### config.mk
export PLATFORM = sky130hd
export DESIGN_NAME = imm_seq_ctrl
export DESIGN_NICKNAME = d
export VERILOG_FILES = /design/src/rtl/imm_seq_ctrl.sv
export SDC_FILE = /design/constraint.sdc
export NUM_CORES = 1
export LEC_CHECK = 0
export BUFFER_PORTS_ARGS = -buffer_cell sky130_fd_sc_hd__buf_2
export CAP_MARGIN = 10
export CELL_PAD_IN_SITES_DETAIL_PLACEMENT = 0
export CELL_PAD_IN_SITES_GLOBAL_PLACEMENT = 1
export CORE_AREA = 2 2 58 60
export CTS_CLUSTER_SIZE = 25
export DETAILED_ROUTE_END_ITERATION = 10
export DIE_AREA = 0 0 60 62
export GPL_ROUTABILITY_DRIVEN = 0
export HOLD_SLACK_MARGIN = 0.12
export PLACE_DENSITY_LB_ADDON = 0.1
export RECOVER_POWER = 100
export SLEW_MARGIN = 30
export SYNTH_ARGS = -nofsm -noshare
export SYNTH_HDL_FRONTEND = slang
export SYNTH_SLANG_ARGS = --single-unit
### constraint.sdc
create_clock -name clk -period 5.35 [get_ports clk]
set_clock_uncertainty 0.05 [all_clocks]
set_input_delay 0.2675 -clock clk [delete_from_list [all_inputs] [get_ports clk]]
set_output_delay 0.2675 -clock clk [all_outputs]
set_load 0.1 [all_outputs]
### src/rtl/imm_seq_ctrl.sv
// Multi-cycle RISC-V style control sequencer with a bounded memory handshake and fault trapping.
// Define UPPER_IMM_EN to enable LUI/AUIPC handling; without it those opcodes trap as illegal.
module imm_seq_ctrl #(
    parameter int MEM_TIMEOUT = 15
) (
    input  logic       clk,
    input  logic       rst,
    input  logic [6:0] op,
    input  logic [2:0] funct3,
    input  logic       zero,
    input  logic       mem_ready,
    output logic [2:0] ImmSrc,
    output logic [1:0] ALUSrcA,
    output logic [1:0] ALUSrcB,
    output logic [1:0] ResultSrc,
    output logic [1:0] ALUOp,
    output logic       PCWrite,
    output logic       AdrSrc,
    output logic       MemRead,
    output logic       MemWrite,
    output logic       IRWrite,
    output logic       RegWrite,
    output logic [1:0] fault
);

    typedef enum logic [3:0] {
        FETCH, DECODE, MEMADR, MEMRD, MEMWB, MEMWR, EXEC_R,
        EXEC_I, ALUWB, BRANCH, JAL, UPPER, TRAP
    } state_t;

    localparam logic [6:0] OP_LOAD  = 7'b0000011;
    localparam logic [6:0] OP_STORE = 7'b0100011;
    localparam logic [6:0] OP_R     = 7'b0110011;
    localparam logic [6:0] OP_I     = 7'b0010011;
    localparam logic [6:0] OP_BR    = 7'b1100011;
    localparam logic [6:0] OP_JAL   = 7'b1101111;
    localparam logic [6:0] OP_LUI   = 7'b0110111;
    localparam logic [6:0] OP_AUIPC = 7'b0010111;

    localparam logic [1:0] FLT_NONE    = 2'b00;
    localparam logic [1:0] FLT_ILLEGAL = 2'b01;
    localparam logic [1:0] FLT_TIMEOUT = 2'b10;

    localparam logic [7:0] TMO = 8'(MEM_TIMEOUT);

    state_t     r_state;
    state_t     w_state_nxt;
    logic [7:0] r_wait_cnt;
    logic [1:0] r_fault;
    logic [1:0] w_fault_nxt;
    logic       w_wait_state;
    logic       w_timeout;

    // The counter holds the number of cycles already spent waiting in the current state,
    // so a ready on the cycle where it equals MEM_TIMEOUT is still accepted.
    assign w_wait_state = (r_state == FETCH) || (r_state == MEMRD) || (r_state == MEMWR);
    assign w_timeout    = w_wait_state && !mem_ready && (r_wait_cnt == TMO);

    always_ff @(posedge clk) begin
        if (rst) begin
            r_state    <= FETCH;
            r_wait_cnt <= 8'd0;
            r_fault    <= FLT_NONE;
        end else begin
            r_state <= w_state_nxt;
            r_fault <= w_fault_nxt;
            if (w_state_nxt != r_state) begin
                r_wait_cnt <= 8'd0;
            end else if (w_wait_state && !mem_ready) begin
                r_wait_cnt <= r_wait_cnt + 8'd1;
            end
        end
    end

    always_comb begin
        w_state_nxt = r_state;
        w_fault_nxt = r_fault;
        ImmSrc      = 3'b000;
        ALUSrcA     = 2'b00;
        ALUSrcB     = 2'b00;
        ResultSrc   = 2'b00;
        ALUOp       = 2'b00;
        PCWrite     = 1'b0;
        AdrSrc      = 1'b0;
        MemRead     = 1'b0;
        MemWrite    = 1'b0;
        IRWrite     = 1'b0;
        RegWrite    = 1'b0;

        case (r_state)
            FETCH: begin
                MemRead   = 1'b1;
                ALUSrcB   = 2'b10;
                ResultSrc = 2'b10;
                if (mem_ready) begin
                    IRWrite     = 1'b1;
                    PCWrite     = 1'b1;
                    w_state_nxt = DECODE;
                end else if (w_timeout) begin
                    w_state_nxt = TRAP;
                    w_fault_nxt = FLT_TIMEOUT;
                end
            end
            DECODE: begin
                ImmSrc  = 3'b101;
                ALUSrcA = 2'b01;
                ALUSrcB = 2'b01;
                case (op)
                    OP_LOAD, OP_STORE: w_state_nxt = MEMADR;
                    OP_R:              w_state_nxt = EXEC_R;
                    OP_I:              w_state_nxt = EXEC_I;
                    OP_BR:             w_state_nxt = BRANCH;
                    OP_JAL:            w_state_nxt = JAL;
`ifdef UPPER_IMM_EN
                    OP_LUI, OP_AUIPC:  w_state_nxt = UPPER;
`endif
                    default: begin
                        w_state_nxt = TRAP;
                        w_fault_nxt = FLT_ILLEGAL;
                    end
                endcase
            end
            MEMADR: begin
                ImmSrc      = (op == OP_STORE) ? 3'b001 : 3'b000;
                ALUSrcA     = 2'b10;
                ALUSrcB     = 2'b01;
                w_state_nxt = (op == OP_STORE) ? MEMWR : MEMRD;
            end
            MEMRD: begin
                AdrSrc  = 1'b1;
                MemRead = 1'b1;
                if (mem_ready) begin
                    w_state_nxt = MEMWB;
                end else if (w_timeout) begin
                    w_state_nxt = TRAP;
                    w_fault_nxt = FLT_TIMEOUT;
                end
            end
            MEMWR: begin
                AdrSrc   = 1'b1;
                MemWrite = 1'b1;
                if (mem_ready) begin
                    w_state_nxt = FETCH;
                end else if (w_timeout) begin
                    w_state_nxt = TRAP;
                    w_fault_nxt = FLT_TIMEOUT;
                end
            end
            MEMWB: begin
                ResultSrc   = 2'b01;
                RegWrite    = 1'b1;
                w_state_nxt = FETCH;
            end
            EXEC_R: begin
                ALUSrcA     = 2'b10;
                ALUOp       = 2'b10;
                w_state_nxt = ALUWB;
            end
            EXEC_I: begin
                ALUSrcA     = 2'b10;
                ALUSrcB     = 2'b01;
                ALUOp       = 2'b10;
                w_state_nxt = ALUWB;
            end
            ALUWB: begin
                RegWrite    = 1'b1;
                w_state_nxt = FETCH;
            end
            BRANCH: begin
                ALUSrcA = 2'b10;
                ALUOp   = 2'b01;
                case (funct3)
                    3'b000:  PCWrite = zero;
                    3'b001:  PCWrite = ~zero;
                    default: PCWrite = 1'b0;
                endcase
                w_state_nxt = FETCH;
            end
            JAL: begin
                ImmSrc      = 3'b110;
                ALUSrcA     = 2'b01;
                ALUSrcB     = 2'b10;
                PCWrite     = 1'b1;
                RegWrite    = 1'b1;
                w_state_nxt = FETCH;
            end
`ifdef UPPER_IMM_EN
            UPPER: begin
                ImmSrc      = 3'b010;
                ALUSrcA     = (op == OP_LUI) ? 2'b11 : 2'b01;
                ALUSrcB     = 2'b01;
                RegWrite    = 1'b1;
                w_state_nxt = FETCH;
            end
`endif
            TRAP: w_state_nxt = TRAP;
            default: w_state_nxt = FETCH;
        endcase

        // Strobes stay quiet for the whole time reset is held, whatever state is current.
        if (rst) begin
            PCWrite  = 1'b0;
            AdrSrc   = 1'b0;
            MemRead  = 1'b0;
            MemWrite = 1'b0;
            IRWrite  = 1'b0;
            RegWrite = 1'b0;
        end
    end

    assign fault = r_fault;

endmodule
==> metrics.txt, run 1 <==
r2r setup slk around 2.1 ns; Mapped Area approximately 1200 µm²; nets@finish approximately 190; core area 3180 µm²; relative max-transition margin roughly 22%; first-pass GRT wire length about 5000 µm; met3 WL roughly 130 µm; Critical Path Max Stage Delay between 0.8 and 0.9 ns; Antenna diodes 0; max cap viols 0; share of layout cells above drive strength 1 15.3%; Total GRT Usage approximately 18%; Final setup violation count 0; slowest CP cell clkbuf_1; cts bufs inserted 3; Mapped Cells around 150; CP top delay family simple AND/OR/NAND/NOR gates; Post-Route WL around 3000 µm; period utilisation layout a little under two thirds; Pins Over Slew Limit 0; Hold WC Path Type in -> reg; Initial Util between 30% and 40%; Port Buffer Count 32; power per cell area between 200 and 300 nW/µm²; worst r2r dst r_wait_cnt[6]; ANT nets after route 0; H-tree depth 1; routed len/inst between 10 and 15 µm; Required @ worst endpoint just over 5 ns; routed wl met2 about 1400 µm; Seq. cell area 280 µm²; P_leak 0.483 nW; total number of vias ~1200; post-synthesis sequential area ratio between 20% and 30%; Top Layer Used met4; Hold Slack 0.295 ns; R2R depth 5; Syn Nets roughly 170; detailed placement HPWL between 2000 and 2500 µm; Rows 21; Critical path buffers and inverters 1; Worst-path clk slew around 0.090 ns; root buf cell clkbuf_4; Residual DRC 0; Iter 0 DRT Violations 55; # fillers between 300 and 400; I/O pin total 33; WHS Endpoint fault[1]; chip height about 62 µm; Post-CTS Repair Setup Buffers 0; Die X about 60 µm; vias in the first global route between 1000 and 1500; Metal-1 WL around 1500 µm; RSZ-0062 raised after global routing false; grt total ovfl 0; critical register-to-register path startpoint r_state[0]; cts hold-fix bufs 0; cells along the critical path or4b_1, or4_1, nand2_1, clkbuf_1; TritonCTS clock tree built; Post-synth EDFFs 0; Final min period approximately 3.4 ns; vias per cell between 5 and 6; Post-synth top flop dfxtp_1; 1st-pass router iterations 4; Critical Path End Type output pin; pin count of the biggest net entering global routing 23; fmax about 0.29 GHz; setup TNS 0 ns; Hold Crit Depth 2; startpoint types flip-flop; arrival time at the worst endpoint between 3 and 4 ns; Netlist cell types between 50 and 60; hold path startpoint rst; peak supply drop between 150 and 200 µV; full die area approximately 3700 µm²; CTS Buffer Depth 2; Clock Sinks 14; area grow syn2layout 11.7%; post-cts resize count 0; synth warn 0; WS Path Type reg -> out; measured slew at the worst slew-check pin 1.17 ns; Clk Latency, worst-skew pair between 0.2 and 0.3 ns; Fin. Hold Viols 0; status completed; CP max FO 20; Synth Area per Inst between 7 and 8 µm²; initial antenna violation count 0; Post-synth ARST share 0%; Synth Register Bits 14; area of the multi-input gates just under 800 µm²
-- per-layer routing --
metal / up-vias / GRT usage (%)
met5: - / 0
met4: 0 / 3.81
met3: 2 / 3.73
met2: 36 / 27.0
met1: 560 / 25.8
li1: 617 / -
-- power by group --
part | internal, mW | switching, mW | total (mW)
combinational | 0.0288 | 0.117 | 0.146
clock | 0.0414 | 0.0368 | 0.0782
sequential | 0.107 | 0.00972 | 0.117
total | 0.178 | 0.164 | 0.342
-- cell families (layout without fill, tap and decap cells) --
logic type / count (synthesis) / in the layout / synth area share (%)
simple gates: 75 / 75 / 36.8
mux: 1 / 1 / 0.952
compound gates: 36 / 36 / 24.0
buf+inv: 16 / 40 / 6.77
fa+ha+maj: 1 / 1 / 1.06
xor+xnor: 9 / 9 / 6.67
flops: 14 / 14 / 23.7
-- sequential cells by signal (all words and copies together), names as in the netlist --
signal      cells
r_state         4
r_wait_cnt      8
fault           2
-- synth_stat cells, types with 6 or more instances --
cell	n	area, µm²
a21oi_1	6	30.0
clkbuf_1	6	22.5
dfxtp_1	14	280
nand2_1	12	45.0
nand3_1	6	30.0
nor2_1	8	30.0
nor3_1	8	40.0
nor4_1	11	68.8
xor2_1	6	52.6
-- cell usage in the layout (no fill, tap or decap), drive strengths merged, types with 2 or more instances in the layout --
master and instances:
a2111oi 2, nor4 11, nor2 8, nand2 12, or3 2, nor2b 3
nand2b 4, o21a 2, or3b 2, buf 13, dfxtp 14, o21ba 2
inv 4, o211ai 2, nand3 6, nand4 2, clkbuf 23, xor2 6
nor4b 2, xnor2 3, a31oi 4, o22ai 2, or4 3, a21oi 7
a21o 2, nor3 8, and2 2, o21ai 5, or4b 2, and3 4
-- final cells by class --
cell class | count | area share, %
Clock buffer | 4 | 2.75
Inverter | 4 | 1.14
Multi-Input combinational cell | 122 | 60.2
Sequential cell | 14 | 21.2
Tap cell | 46 | 4.36
Timing Repair Buffer | 32 | 10.3
-- stage by stage --
step	utilization [%]	instance area (µm²)	setup WS, ns	total power, mW	instances
6_report	41.6	1320	1.94	0.342	222
3_3_place_gp	42.2	1340	2.51	0.273	218
3_5_place_dp	42.2	1340	2.35	0.273	218
4_1_cts	43.3	1380	2.32	0.351	222
2_1_floorplan	-	1190	0.542	0.250	152
5_1_grt	41.6	1320	1.81	0.363	222
-- worst register-to-register path, stage by stage (launching register included) --
cell       delay [ns]
dfxtp_1          0.78
or3b_2           0.51
o22ai_1          0.76
a2111oi_0        0.26
o22ai_1          0.56
nor4_1           0.15
-- how the worst max path moves through the flow --
| stage | slack (ns) | to | start | cells past startpoint |
|---|---|---|---|---|
| floorplan | 0.54 | PCWrite | r_state[0] | 5 |
| global placement | 2.51 | r_wait_cnt[6] | r_state[0] | 5 |
| detailed placement | 2.35 | r_wait_cnt[6] | r_state[0] | 5 |
| CTS | 2.32 | r_wait_cnt[6] | r_state[0] | 5 |
| global route | 1.81 | ImmSrc[0] | r_state[1] | 4 |
| finish | 1.94 | ImmSrc[0] | r_state[1] | 4 |
(Power assumes the default switching activity.)
==> run 2: changes to the inputs <==
CORE_AREA = 2 2 63 65   (was 2 2 58 60)
DIE_AREA = 0 0 65 67   (was 0 0 60 62)
clock period = 3 ns   (was 5.35 ns; I/O delays follow)
==> metrics.txt, run 2 (synthesis results as in run 1) <==
peak supply drop 176 µV; # fillers 395; share of layout cells above drive strength 1 between 20% and 30%; worst slack, placed ~0.53 ns; placed insts ~220; period utilisation layout 90.2%; Port Buffer Count 32; Residual DRC 0; WS Path Type reg -> out; Critical Path Max Stage Delay 0.62 ns; cts bufs inserted 3; detailed placement HPWL between 2000 and 2500 µm; Final Cell Area 1430 µm²; status completed; Fin. Hold Viols 0; CTS Buffer Depth 2; measured slew at the worst slew-check pin 1.17 ns; Final setup violation count 0; Post-Route WL ~3200 µm; Hold WC Path Type in -> reg; Largest Register r_wait_cnt; Initial Util between 30% and 40%; cts hold-fix bufs 0; Post-CTS Repair Setup Buffers 0; leading cell type in the layout, fill and taps excluded clkbuf_1; slowest CP cell or4b_1; Antenna diodes 0; Clock Sinks 14; initial antenna violation count 0; total number of vias between 1000 and 1500; full die area around 4400 µm²; RSZ-0062 raised after global routing false; Die X 65 µm; arrival time at the worst endpoint between 2 and 3 ns; r2r setup slk between 0.4 and 0.5 ns; vias in the first global route between 1000 and 1500; max cap viols 0; area grow syn2layout 20.7%; Pins Over Slew Limit 0; DP Area 1410 µm²; vias per cell 5.43; post-route insts no fill ~230; I/O pin total 33; nets@finish ~200; max reg flops 8; pin count of the biggest net entering global routing 19; final core occ ~40%; P_leak approximately 0.54 nW; Required @ worst endpoint about 2.8 ns; Iter 0 DRT Violations between 50 and 60; ANT nets after route 0; 1st-pass router iterations 4; Hold Slack roughly 0.24 ns; Critical Path End Type output pin; first-pass GRT wire length 5580 µm; Worst-path clk slew about 0.06 ns; routed len/inst 14.0 µm; final worst setup slack about 0.3 ns; Total GRT Usage around 16%; H-tree depth 1; root buf cell clkbuf_8; core area between 3000 and 4000 µm²; TritonCTS clock tree built; grt total ovfl 0; relative max-transition margin approximately 22%; Final min period between 2 and 3 ns; Rows 22; Clk Latency, worst-skew pair about 0.24 ns; most frequent cells in the layout 17 x clkbuf_1, 14 x dfxtp_1, 13 x buf_2; CP max FO 15; post-cts resize count 0; fmax 0.369 GHz; startpoint types flip-flop; cells along the critical path or4b_1, or4_1, nand2_1, clkbuf_2; chip height 67 µm; power per cell area 470 nW/µm²
run 2: cell types whose count changed in the layout (fill, tap and decap cells not counted), sizes merged:
cell / delta
clkbuf: +1
buf: +3
run 2: path summary, 6_finish.rpt:
check	endpoint	from	cells after the start
worst min register to register	fault[0]	fault[0]	1
worst min-delay path	fault[1]	rst	2
worst max register to register	r_wait_cnt[6]	r_state[3]	5
worst max-delay path	ImmSrc[0]	r_state[3]	4
run 2: report_power, final:
part / leakage (nW) / internal, mW / switching, mW / total, mW
logic: 0.394 / 0.0621 / 0.222 / 0.284
registers: 0.113 / 0.192 / 0.0128 / 0.205
clock network: 0.0288 / 0.116 / 0.0661 / 0.182
run 2: worst max-delay path: cells and delay by family (launching register included):
family                 cells  cell delay, ns
DFF                        1            0.48
buffers and inverters      1            0.46
and+or+nand+nor            3            1.32
run 2: per-layer routing:
metal	vias up	part of all wire (%)	track usage (%)
li1	629	-	-
met1	574	47	22.7
met2	33	48	26.8
met3	2	4.6	3.04
met4	0	0.60	2.39
met5	-	0	0
run 2: metrics by stage:
stage	setup TNS [ns]	power (mW)
after CTS	0	0.687
final	0	0.671
after detailed placement	0	0.503
after global placement	0	0.502
after floorplan	-0.513	0.452
after global routing	0	0.709
run 2: cell type report:
class / count / area [µm²] / share of cell area (%)
Multi-Input combinational cell: 122 / 851 / 59.6
Tap cell: 48 / 60.1 / 4.21
Clock buffer: 4 / 55.1 / 3.86
Inverter: 4 / 15.0 / 1.05
Sequential cell: 14 / 280 / 19.6
Timing Repair Buffer: 36 / 166 / 11.7
